--- config.mk ---
export PLATFORM = sky130hd
export DESIGN_NAME = answer_entry_counter
export DESIGN_NICKNAME = d
export VERILOG_FILES = /design/src/rtl/answer_entry_counter.sv
export SDC_FILE = /design/constraint.sdc
export NUM_CORES = 1
export LEC_CHECK = 0
export CAP_MARGIN = 10
export CORE_AREA = 3 3 64 51
export DETAILED_ROUTE_END_ITERATION = 8
export DIE_AREA = 0 0 67 54
export GPL_TIMING_DRIVEN = 0
export PLACE_DENSITY = 0.77
export SYNTH_ARGS = -nofsm -noshare
export SYNTH_HDL_FRONTEND = slang
export SYNTH_SLANG_ARGS = --single-unit
--- constraint.sdc ---
create_clock -name clk -period 5.4 [get_ports clk]
set_clock_uncertainty 0.15 [all_clocks]
set_input_delay 0.54 -clock clk [delete_from_list [all_inputs] [get_ports clk]]
set_output_delay 0.54 -clock clk [all_outputs]
set_load 0.1 [all_outputs]
--- src/rtl/answer_entry_counter.sv ---
// Answer-entry counter for the math game.
// Up/down buttons are synchronised and debounced. Each accepted press steps a
// modulo counter, and a held button auto-repeats. The running value is
// committed to count_out_o, with a one-cycle valid pulse, once every button
// is released.
module answer_entry_counter #(
  parameter int unsigned WIDTH           = 4,
  parameter int unsigned MAX_VAL         = 15,
  parameter int unsigned DEBOUNCE_CYCLES = 4,
  parameter int unsigned REPEAT_DELAY    = 8,
  parameter int unsigned REPEAT_PERIOD   = 4
) (
  input  logic             clk,
  input  logic             rst,
  input  logic             clear_i,
  input  logic             btn_up_i,
  input  logic             btn_down_i,
  output logic [WIDTH-1:0] count_live_o,
  output logic [WIDTH-1:0] count_out_o,
  output logic             out_valid_o,
  output logic             wrap_o
);

  localparam int unsigned DBW  = (DEBOUNCE_CYCLES > 1) ? $clog2(DEBOUNCE_CYCLES) : 1;
  localparam int unsigned TMAX = (REPEAT_DELAY > REPEAT_PERIOD) ? REPEAT_DELAY : REPEAT_PERIOD;
  localparam int unsigned TW   = (TMAX > 1) ? $clog2(TMAX) : 1;

  localparam logic [DBW-1:0]   DB_LAST     = DBW'(DEBOUNCE_CYCLES - 1);
  localparam logic [TW-1:0]    DELAY_LAST  = TW'(REPEAT_DELAY - 1);
  localparam logic [TW-1:0]    PERIOD_LAST = TW'(REPEAT_PERIOD - 1);
  localparam logic [WIDTH-1:0] MAX_V       = WIDTH'(MAX_VAL);

  typedef enum logic [1:0] {IDLE, FIRST, REPEAT, LOCKOUT} state_e;

  // Index 0 is the up button, index 1 the down button throughout.
  logic [1:0]          sync_up_q;
  logic [1:0]          sync_dn_q;
  logic [1:0]          s;
  logic [1:0]          db_q;
  logic [1:0][DBW-1:0] db_cnt_q;

  state_e              state_q;
  logic                dir_up_q;
  logic [TW-1:0]       timer_q;
  logic [WIDTH-1:0]    count_live_q;
  logic [WIDTH-1:0]    count_out_q;
  logic                out_valid_q;
  logic                wrap_q;

  logic                press;
  logic                held;
  logic                none;
  logic                step_up;
  logic [WIDTH-1:0]    step_val;
  logic                step_wrap;

  // Two-flop synchronisers on the raw asynchronous buttons.
  always_ff @(posedge clk) begin
    // NOTE: all sequential state uses non-blocking assignments so every flop
    // samples the pre-edge value of its neighbours.
    if (!rst) begin
      sync_up_q <= '0;
      sync_dn_q <= '0;
    end else begin
      sync_up_q <= {sync_up_q[0], btn_up_i};
      sync_dn_q <= {sync_dn_q[0], btn_down_i};
    end
  end

  assign s = {sync_dn_q[1], sync_up_q[1]};

  // Debounce: accept a new level after DEBOUNCE_CYCLES consecutive differing samples.
  always_ff @(posedge clk) begin
    if (!rst) begin
      db_q     <= '0;
      db_cnt_q <= '0;
    end else begin
      for (int i = 0; i < 2; i++) begin
        if (s[i] == db_q[i]) begin
          db_cnt_q[i] <= '0;
        end else if (db_cnt_q[i] == DB_LAST) begin
          db_q[i]     <= s[i];
          db_cnt_q[i] <= '0;
        end else begin
          db_cnt_q[i] <= db_cnt_q[i] + 1'b1;
        end
      end
    end
  end

  assign press = db_q[0] ^ db_q[1];
  assign held  = press && (db_q[0] == dir_up_q);
  assign none  = ~|db_q;

  // Next value for a step in the active direction, with its wrap flag.
  always_comb begin
    // NOTE: every output of this block gets a default first, so no path
    // leaves a value unassigned and no latch is inferred.
    step_up   = (state_q == IDLE) ? db_q[0] : dir_up_q;
    step_val  = count_live_q;
    step_wrap = 1'b0;
    if (step_up) begin
      if (count_live_q == MAX_V) begin
        step_val  = '0;
        step_wrap = 1'b1;
      end else begin
        step_val = count_live_q + 1'b1;
      end
    end else begin
      if (count_live_q == '0) begin
        step_val  = MAX_V;
        step_wrap = 1'b1;
      end else begin
        step_val = count_live_q - 1'b1;
      end
    end
  end

  // Press/repeat/lockout FSM with registered count, commit and pulse outputs.
  always_ff @(posedge clk) begin
    if (!rst) begin
      state_q      <= IDLE;
      dir_up_q     <= 1'b0;
      timer_q      <= '0;
      count_live_q <= '0;
      count_out_q  <= '0;
      out_valid_q  <= 1'b0;
      wrap_q       <= 1'b0;
    end else begin
      out_valid_q <= 1'b0;
      wrap_q      <= 1'b0;
      if (clear_i) begin
        // A button still held after a clear must be released before stepping again.
        count_live_q <= '0;
        count_out_q  <= '0;
        timer_q      <= '0;
        state_q      <= none ? IDLE : LOCKOUT;
      end else if (state_q != IDLE && none) begin
        count_out_q <= count_live_q;
        out_valid_q <= 1'b1;
        state_q     <= IDLE;
      end else begin
        case (state_q)
          IDLE: begin
            if (press) begin
              count_live_q <= step_val;
              wrap_q       <= step_wrap;
              dir_up_q     <= db_q[0];
              timer_q      <= '0;
              state_q      <= FIRST;
            end else if (&db_q) begin
              state_q <= LOCKOUT;
            end
          end
          FIRST: begin
            if (!held) begin
              state_q <= LOCKOUT;
            end else if (timer_q == DELAY_LAST) begin
              count_live_q <= step_val;
              wrap_q       <= step_wrap;
              timer_q      <= '0;
              state_q      <= REPEAT;
            end else begin
              timer_q <= timer_q + 1'b1;
            end
          end
          REPEAT: begin
            if (!held) begin
              state_q <= LOCKOUT;
            end else if (timer_q == PERIOD_LAST) begin
              count_live_q <= step_val;
              wrap_q       <= step_wrap;
              timer_q      <= '0;
            end else begin
              timer_q <= timer_q + 1'b1;
            end
          end
          default: begin
            state_q <= LOCKOUT;
          end
        endcase
      end
    end
  end

  assign count_live_o = count_live_q;
  assign count_out_o  = count_out_q;
  assign out_valid_o  = out_valid_q;
  assign wrap_o       = wrap_q;

endmodule

==> summary.md <==
| Metric | Value |
|---|---|
| Status | `finished, final reports clean` |
| Synth warn | `0` |
| Number of cell rows | `16` |
| Die area | `about 3600 sq um` |
| Critical path class | `reg -> out` |
| Post-Syn Instances | `171` |
| Total number of vias | `1,246` |
| GRT Total Usage | `19.7%` |
| Top delay family on crit path | `buffers and inverters` |
| CTS tree | `done` |
| Worst-margin pin slew | `994 ps` |
| Via-to-Cell Ratio | `between 5 and 6` |
| Hold_ws | `286 ps` |
| Syn Area/Cell | `~9 sq um` |
| Min Tclk post-route | `2730 ps` |
| Post-DR wirelength/cell | `about 14 microns` |
| 1st-pass router iterations | `4` |
| Initial Util | `56.7%` |
| Min-Delay Path Class | `reg -> reg` |
| Clock transition at path regs | `90 ps` |
| CP Data Required Time | `between 4000 and 5000 ps` |
| 1st-iter DRT viols | `46` |
| #FFs+latches synth | `26` |
| Detailed placer's ending HPWL | `roughly 2300 microns` |
| GRT overflow | `0` |
| Slew headroom | `33.5%` |
| Most common cell after layout, fill and taps aside | `dfxtp_1` |
| Cell taking the most area after synthesis | `dfxtp_1` |
| Maxcap violations | `0` |
| Synthesized Nets | `191` |
| Pwr dens | `roughly 220 nW/um^2` |
| Slew Viols, Final | `0` |
| Sum of negative setup slack | `0 ps` |
| First-pass GRT wire length | `roughly 5400 microns` |
| CP Buf/Inv Count | `1` |
| Die Y-Extent | `between 50 and 60 microns` |
| Most frequent cells in the layout | `26 x dfxtp_1, 16 x nand2_1, 15 x inv_1, 15 x ha_1, 14 x clkdlybuf4s50_1` |
| Crit-path slowest cell | `clkdlybuf4s50_1` |
| Setup violators final | `0` |
| Post-synth EDFFs | `0` |
| Post-synth cell types | `43` |
| Setup Fix Bufs, Post-CTS | `0` |
| Antenna viol nets, final | `0` |
| CP Cell Sequence | `clkdlybuf4s50_1` |
| Yosys top cell area share | `34.7%` |
| Fraction of layout cells with a size suffix above 1 | `4.76%` |
| Cts bufs inserted | `3` |
| PostCTS Resize Cnt | `0` |
| Initial antenna violation count | `0` |
| CP max stage delay | `1210 ps` |
| P_leak | `0.690 nW` |
| GPL Wtd Cong | `0.846` |
| Critical path endpoint category | `output pin` |
| Synth area leaders | `dfxtp_1 35%, ha_1 13%, mux2i_1 5.3%` |
| # diodes | `0` |
| Clock sinks | `26` |
| Root Driver | `clkbuf_8` |
| Core Region | `2640 sq um` |
| Final hold violation count | `0` |
| Period utilisation layout | `50.6%` |
| Cell area after synthesis | `between 1000 and 1500 sq um` |
| Latest clock arrival within the worst-skew pair | `270 ps` |
| Achievable frequency | `0.366 GHz` |
| Die width | `67 microns` |
| Max clock buf depth | `2` |
| Primary FF master, synth | `dfxtp_1` |
| Critical path peak fanout | `10` |
| Peak supply drop | `between 0.15 and 0.2 mV` |
| Largest net degree at the start of global routing | `16` |
| Number of remaining DRC errors | `0` |
| I/O Buffers | `14` |
| Fin nets | `210` |
| Synthesis-to-layout area growth | `17.1%` |
| Vias in the first global route | `1,185` |
| CP Launch Type | `register` |
| Cts hold-fix bufs | `0` |
| I/O pin count | `15` |
| Seq/Total Area, Yosys | `34.7%` |
| Share of synthesized registers carrying an async set or reset | `0%` |
| Arr. time, crit path | `2040 ps` |
| H-tree depth | `1` |
| RSZ-0062 raised after global routing | `no` |
| DRT Wirelength | `3170 microns` |
[Yosys cell counts, drive strengths merged, types with 2 or more instances]
library cell  number
a211oi             4
a21o               2
a21oi              9
a31oi              3
and2               5
and4b              2
buf                3
clkbuf             4
dfxtp             26
ha                15
inv               15
mux2i              8
nand2             16
nand2b             3
nand3              2
nor2               8
nor2b              3
nor3               3
nor4               3
nor4b              3
o21a               2
o21ai              7
or4                3
xnor2              3
xor2               2
[report_power, final]
group | total [mW] | switching [mW] | internal (mW)
logic | 0.0327 | 0.0203 | 0.0124
clock network | 0.164 | 0.0648 | 0.0993
registers | 0.196 | 0.00179 | 0.194
[logic make-up (layout without fill, tap and decap cells)]
| family | Yosys count | in the layout | share of synthesized area [%] |
|---|---|---|---|
| AOI/OAI and AO/OA | 38 | 38 | 17.3 |
| xor gates and xnor gates | 5 | 5 | 2.92 |
| adders and majority gates | 15 | 15 | 12.5 |
| buffers and inverters | 22 | 40 | 6.18 |
| DFF | 26 | 26 | 34.7 |
| muxes | 9 | 9 | 6.09 |
| and+or+nand+nor | 56 | 56 | 20.3 |
[worst paths after layout]
kind,startpoint,to,slack (ps),cells after the start
max reg2reg,db_q[0],timer_q[1],3050,8
min reg2reg,db_cnt_q[2],db_cnt_q[2],290,1
max,count_live_o[0],count_live_o[0],2670,1
min,db_cnt_q[2],db_cnt_q[2],290,1
[metrics by stage]
stage | total power [mW] | area (sq um) | util (%) | worst slack (ps) | std cells
finish | 0.393 | 1760 | 66.4 | 2670 | 225
global route | 0.410 | 1760 | 66.4 | 2630 | 225
CTS | 0.396 | 1760 | 66.4 | 2680 | 225
detailed placement | 0.233 | 1680 | 63.7 | 3000 | 221
global placement | 0.232 | 1680 | 63.7 | 3020 | 221
floorplan | 0.222 | 1500 | - | 3050 | 171
[final cells by class]
cell class                      instances  area [sq um]
Timing Repair Buffer                   14           140
Tap cell                               36          45.0
Clock buffer                            3          41.3
Buffer                                  7          36.3
Inverter                               15          56.3
Multi-Input combinational cell        123           886
Fill cell                             221           887
Sequential cell                        26           520
Clock inverter                          1          30.0
[per-layer routing]
metal	GRT usage (%)	up-vias	part of all wire (%)
met5	0	-	0
met4	4.38	0	0.79
met3	4.80	4	2.9
met2	33.0	14	47
met1	25.9	586	49
li1	-	642	-
[flip-flops by register name (all words and copies together), names as in the netlist]
register,count
wrap_o,1
sync_dn_q,2
count_out_o,4
timer_q,3
count_live_o,4
state_q,2
sync_up_q,2
dir_up_q,1
db_cnt_q,4
db_q,2
out_valid_o,1
[worst reg2reg max path: stages (launching register included)]
cell and delay, ps:
dfxtp_1 360, buf_2 200, inv_1 60, ha_1 270, buf_2 180, nand2_1 140
a21o_1 260, or4_1 520, a21oi_1 150
No activity file was read; power rests on OpenSTA's default activity.
